File: src/rtl/full_adder_pkg.sv
// Shared definitions for the ripple-carry adder: default width and the 1-bit carry function.
// Latency: not applicable (package only).
// Backpressure: none (package only).
//
// Contents:
//   FA_DEFAULT_WIDTH - default operand width (classic 1-bit full adder)
//   fa_majority()    - carry-out of a single full-adder cell (majority of three inputs)
package full_adder_pkg;

    localparam int FA_DEFAULT_WIDTH = 1;

    // Carry out of one cell is set when at least two of the three inputs are set.
    function automatic logic fa_majority(input logic a, input logic b, input logic c);
        return (a & b) | (a & c) | (b & c);
    endfunction

endpackage

File: src/rtl/full_adder_if.sv
// Operand/result bundle between the adder and its consumer.
// Latency: Y/X/V combinational, Y_q/X_q/V_q one clk later.
// Backpressure: none; every cycle carries a valid operand set.
//
// Signals:
//   A, B  operands (WIDTH)      C    carry-in
//   Y     sum (WIDTH)           X    carry-out        V    signed overflow
//   Y_q/X_q/V_q  registered copies of Y/X/V
// Modports: master drives operands and reads results; slave is the adder.
interface full_adder_if
    import full_adder_pkg::*;
#(
    parameter int WIDTH = FA_DEFAULT_WIDTH
);
    logic [WIDTH-1:0] A;
    logic [WIDTH-1:0] B;
    logic             C;
    logic [WIDTH-1:0] Y;
    logic             X;
    logic             V;
    logic [WIDTH-1:0] Y_q;
    logic             X_q;
    logic             V_q;

    modport master (
        output A, B, C,
        input  Y, X, V, Y_q, X_q, V_q
    );

    modport slave (
        input  A, B, C,
        output Y, X, V, Y_q, X_q, V_q
    );
endinterface

File: src/rtl/full_adder_fa_cell.sv
// One-bit full adder cell used as a link in the ripple chain.
// Latency: zero, purely combinational.
// Backpressure: none.
//
// Ports:
//   i_a, i_b  operand bits     i_ci  carry in
//   o_s       sum bit          o_co  carry out
module fa_cell
    import full_adder_pkg::*;
(
    input  logic i_a,
    input  logic i_b,
    input  logic i_ci,
    output logic o_s,
    output logic o_co
);

    assign o_s  = i_a ^ i_b ^ i_ci;
    assign o_co = fa_majority(i_a, i_b, i_ci);

endmodule

File: src/rtl/full_adder.sv
// WIDTH-bit ripple-carry adder with combinational results plus a registered copy.
// Latency: Y/X/V zero cycles; Y_q/X_q/V_q one clk cycle (cleared by synchronous rst_n).
// Backpressure: none; a new operand set is accepted every cycle.
//
// Ports:
//   clk    rising-edge clock, used only by the output register
//   rst_n  synchronous active-low reset of the registered outputs
//   io     full_adder_if.slave: A/B/C in, Y/X/V and Y_q/X_q/V_q out
module full_adder
    import full_adder_pkg::*;
#(
    parameter int WIDTH = FA_DEFAULT_WIDTH
)(
    input  logic           clk,
    input  logic           rst_n,
    full_adder_if.slave    io
);

    // w_carry[i] is the carry into cell i; w_carry[WIDTH] is the carry out of the MSB.
    logic [WIDTH:0]   w_carry;
    logic [WIDTH-1:0] w_sum;
    logic             w_ovf;

    logic [WIDTH-1:0] r_y_q;
    logic             r_x_q;
    logic             r_v_q;

    assign w_carry[0] = io.C;

    for (genvar i = 0; i < WIDTH; i++) begin : g_cell
        fa_cell u_cell (
            .i_a  (io.A[i]),
            .i_b  (io.B[i]),
            .i_ci (w_carry[i]),
            .o_s  (w_sum[i]),
            .o_co (w_carry[i+1])
        );
    end

    // Signed overflow: carry into the MSB differs from carry out of it.
    // For WIDTH=1 this reduces to carry-out XOR carry-in.
    assign w_ovf = w_carry[WIDTH] ^ w_carry[WIDTH-1];

    assign io.Y = w_sum;
    assign io.X = w_carry[WIDTH];
    assign io.V = w_ovf;

    always_ff @(posedge clk) begin
        if (!rst_n) begin
            r_y_q <= '0;
            r_x_q <= 1'b0;
            r_v_q <= 1'b0;
        end else begin
            r_y_q <= w_sum;
            r_x_q <= w_carry[WIDTH];
            r_v_q <= w_ovf;
        end
    end

    assign io.Y_q = r_y_q;
    assign io.X_q = r_x_q;
    assign io.V_q = r_v_q;

endmodule

File: src/flat_wrapper.sv
// flat-port wrapper written by rule: the top's interface ports become plain ports
module full_adder_flat import full_adder_pkg::*;
#(
    parameter int WIDTH = FA_DEFAULT_WIDTH
)
  (clk, rst_n, io_A, io_B, io_C, io_Y, io_X, io_V, io_Y_q, io_X_q, io_V_q);
  full_adder_if #(.WIDTH(WIDTH)) io_i ();
  input  logic clk;
  input  logic rst_n;
  input wire logic [$bits(io_i.A)-1:0] io_A;
  input wire logic [$bits(io_i.B)-1:0] io_B;
  input wire logic [$bits(io_i.C)-1:0] io_C;
  output wire logic [$bits(io_i.Y)-1:0] io_Y;
  output wire logic [$bits(io_i.X)-1:0] io_X;
  output wire logic [$bits(io_i.V)-1:0] io_V;
  output wire logic [$bits(io_i.Y_q)-1:0] io_Y_q;
  output wire logic [$bits(io_i.X_q)-1:0] io_X_q;
  output wire logic [$bits(io_i.V_q)-1:0] io_V_q;
  assign io_i.A = io_A;
  assign io_i.B = io_B;
  assign io_i.C = io_C;
  assign io_Y = io_i.Y;
  assign io_X = io_i.X;
  assign io_V = io_i.V;
  assign io_Y_q = io_i.Y_q;
  assign io_X_q = io_i.X_q;
  assign io_V_q = io_i.V_q;
  full_adder #(.WIDTH(WIDTH)) u_core (.clk(clk), .rst_n(rst_n), .io(io_i));
endmodule
File: config.mk
export PLATFORM = sky130hd
export DESIGN_NAME = full_adder_flat
export DESIGN_NICKNAME = d
export VERILOG_FILES = /design/src/rtl/full_adder_pkg.sv /design/src/rtl/full_adder_if.sv /design/src/rtl/full_adder_fa_cell.sv /design/src/rtl/full_adder.sv /design/src/flat_wrapper.sv
export SDC_FILE = /design/constraint.sdc
export NUM_CORES = 1
export LEC_CHECK = 0
export CAP_MARGIN = 20
export CORE_AREA = 4 4 41 43
export CTS_BUF_LIST = sky130_fd_sc_hd__clkbuf_16
export DETAILED_ROUTE_END_ITERATION = 7
export DIE_AREA = 0 0 45 47
export MAX_ROUTING_LAYER = met4
export PLACE_DENSITY_LB_ADDON = 0.3
export REMOVE_ABC_BUFFERS = 1
export SLEW_MARGIN = 20
export SYNTH_ARGS = -nofsm -noshare
export SYNTH_HDL_FRONTEND = slang
export SYNTH_SLANG_ARGS = --single-unit
File: constraint.sdc
create_clock -name clk -period 1.4 [get_ports clk]
set_input_delay 0.35 -clock clk [delete_from_list [all_inputs] [get_ports clk]]
set_output_delay 0.35 -clock clk [all_outputs]
set_load 0.05 [all_outputs]
After elaboration in Yosys (flattened, before gate mapping)
Cells that the tools add are included.

$lt $le $gt $ge: 0. Eq/ne operators: 0. Bitwise operators: 8. Muxes and demuxes: 0. Divide/modulo/power cells: 0. Shift-type cells: 0. Reduce and logical (&&, ||, !) cells: 0. $mul: 0. Add/subtract/negate cells: 0.

Operators with widths (count): AND 1 bit (3); XOR 1 bit (3); OR 1 bit (2).

Bits in writable memories: 0. Memories kept: 0. Register bits: 3. Bits in latches: 0. Bits in read-only memories: 0. Word-level logic and storage cells: 11. Output and inout port bits: 6. Bits of input ports: 5.

Depth between registers and ports, before layout
Depth after elaboration: 4. Mapped depth: 3. Mapped depth without buffers: 3.

Hierarchy
A second synthesis with hierarchy kept.

Cells, all modules: 8. Area total of the unflattened synthesis: 108.9 µm².

Modules (own cells, without submodules): full_adder (cells an instance 7, times used 1, area each 88.8 µm²); fa_cell (cells an instance 1, times used 1, area each 20.0 µm²).

Worst setup path after synthesis
No wires, ideal clock.

Kind: input port to output port. From: input port io_C. To: output port io_V. Stages on the path: 2. Buffers on the path: 0. Required time: 1.050 ns. Arrival: 1.910 ns. Setup slack: -0.860 ns. Path through: fa_1 -> xor2_1.

Longest elaborated chain between the ends: 4. Elaborated cells between the ends (all ways): 5. Classes of those cells: bitwise: 5.

RTL lines: start, declared (RTL line flat_wrapper.sv:12) `input wire logic [$bits(io_i.C)-1:0] io_C;`; AND 1 bit (RTL line full_adder_pkg.sv:14) `return (a & b) | (a & c) | (b & c);`; OR 1 bit (2 in series) (RTL line full_adder_pkg.sv:14); XOR 1 bit (*) (RTL line full_adder.sv:42) `assign w_ovf = w_carry[WIDTH] ^ w_carry[WIDTH-1];`; end, declared (RTL line flat_wrapper.sv:15) `output wire logic [$bits(io_i.V)-1:0] io_V;`.

Mark *: on every way between the ends. The rest lies on a longest branch, timed or not.

Worst setup path in the final report
From: input port io_A. To: output port io_V.

Longest elaborated chain between the ends: 4. Elaborated cells between the ends (all ways): 5. Classes of those cells: bitwise: 5.

RTL lines: start, declared (RTL line flat_wrapper.sv:10) `input wire logic [$bits(io_i.A)-1:0] io_A;`; AND 1 bit (RTL line full_adder_pkg.sv:14); OR 1 bit (*) (2 in series) (RTL line full_adder_pkg.sv:14); XOR 1 bit (*) (RTL line full_adder.sv:42).

Marks and branches as above.

==> results.cfg <==
[run_status]
outcome = finished with violations
violations = negative setup slack

[flow_run]
cap_violations = 0

[critical_path]
setup.worst_path.start_class = primary input
crit_path_end_kind = output port
crit_required_ns = 1.05
path_max_fanout = 2
critPathKind = in -> out
cp_top_family = adder cells
path_cells = buf_6 > fa_2 > xor2_4 > buf_12
worstPathBufferInverterCount = 2
slowest_delay_ns = 0.42
slowest_stage = fa_2
arrival_ns = 1.21
crit_cells = 4

[floorplan]
die_y_um = 47
ios = 11
core_um2 = 1300
row_count = 13
start_util_pct = 8.37
fp.dieArea_um2 = 2120
die_w_um = 45

[finish]
multi_input_area_um2 = 70.1
final_cell_mix = buf_12, clkbuf_16, dfxtp_1
diodes = 0
fill_cells = 143
drive_above_1_share_pct = 70.8
regArea_um2 = 60.1
layout_commonest_cell = buf_12
syn_to_final_growth_pct = 254
nNetsFinal = 31
final_core_util_pct = 29.6

[global_route]
grt_pass1_wl_um = 614
grt_pass1_vias = 161
grt_util_all_layers_pct = 5.15
antenna_found_initial = 0
grt_max_degree = 4
gr-total-overflow = 0

[routing]
vias = 118
drtAntennaViolNets = 0
avgRoutedWirePerCell_um = 9.74
firstDrtPassIters = 1
dr.first_iter.drc_count = 0
drc = 0
drt-total-wl_um = 380
viasPerCell = 3.03

[placed_design]
dp_hpwl_um = 295
io_buffers = 10
place.gp.congestion = 0.589

[synthesis]
ys_ff_latch = 3
synth_compound_area_share_pct = 0
synthesis.area_um2 = 109
ys_types = 5
yosys.area_share.simple_pct = 18.4
synth_xor_area_share_pct = 8.05
synthAdderAreaFrac_pct = 18.4
yosysSeqAreaShare_pct = 55.2
syn_area_per_cell_um2 = 13.6
syn_inst = 8
synth_top_family_by_area = adder cells
synth_mux_area_share_pct = 0
ys_warn_count = 0

[clocking]
cts.reportedPaths.clkPinSlew_ns = 0.03
numCtsBuffers = 3
htreeDepth = 1
cts_tree = done
cts-root-buf = clkbuf_16
clk_path_buf_depth = 2
postCtsSetupBuffers = 0
clock-sinks = 3

[sta]
fin_ws_ns = -0.157
grt_setup_unrepaired = true
hold_viol = 0
slew_headroom_pct = 89.9
slew_viol_final = 0
fin_crit_ns = 1.56
fmax_mhz = 642
fin_setup_tns_ns = -0.414
worst_slew_pin_slew_ns = 0.151
period_share_pct = 111
finalSetupViolCount = 3

[power]
leakage_uw = 0.000168
ir_drop_mv = 0.669
p_total_uw = 727
power_density_nw_per_um2 = 1890

[worst_hold_path]
hold_depth = 3
hp-class = in -> reg
-- logic make-up after synthesis --
group | after synthesis
flops | 3
fa+ha+maj | 1
xor+xnor | 1
simple gates | 3
-- final cells by class --
class	instances	area share [%]
Timing Repair Buffer	12	40.9
Clock buffer	3	19.5
Sequential cell	3	15.6
Multi-Input combinational cell	5	18.2
Clock inverter	1	0.974
Tap cell	15	4.87
-- sequential cells by signal, indices dropped and copies added (netlist names) --
signal         flops
u_core.io.Y_q      1
u_core.io.V_q      1
u_core.io.X_q      1
-- what timing repair did --
item | CTS | global route
gates resized for setup | 16 | 1
pin swaps | 2 | 0
endpoints found under the setup margin | 6 | 3
hold buffers | 0 | 0
-- cells in the mapped netlist --
cell type,count,area share (%)
and2_1,2,11
and2_2,1,6.9
dfxtp_1,3,55
fa_1,1,18
xor2_1,1,8.0
-- report_power, final --
part,total [µW],switching [µW],internal [µW]
clock network,445,76.7,368
registers,100,6.11,94.0
logic,182,92.4,89.6
-- layer usage --
layer / vias up / share of wire (%) / global-route usage (%)
met1: 53 / 37 / 3.89
met4: 0 / 0 / 7.02
met2: 11 / 47 / 6.78
li1: 54 / - / -
met5: - / 0 / -
met3: 0 / 16 / 3.83
-- final timing paths --
check                        to  slack [ns]  start
max                        io_V       -0.16   io_A
min    u_core.io.Y_q$_SDFF_PN0_        0.60   io_A
-- per-stage QoR --
| step | setup slack, ns | cells | cell area (µm²) | hold WS [ns] |
|---|---|---|---|---|
| final | -0.157 | 39 | 385 | 0.600 |
| after global routing | -0.177 | 39 | 385 | 0.629 |
| after CTS | -0.174 | 39 | 374 | 0.603 |
| after detailed placement | -0.687 | 35 | 290 | 0.801 |
| after global placement | -0.668 | 35 | 290 | 0.801 |
| after floorplan | -0.860 | 8 | 109 | 0.472 |
Note: power is estimated with default switching activity, not from simulation.
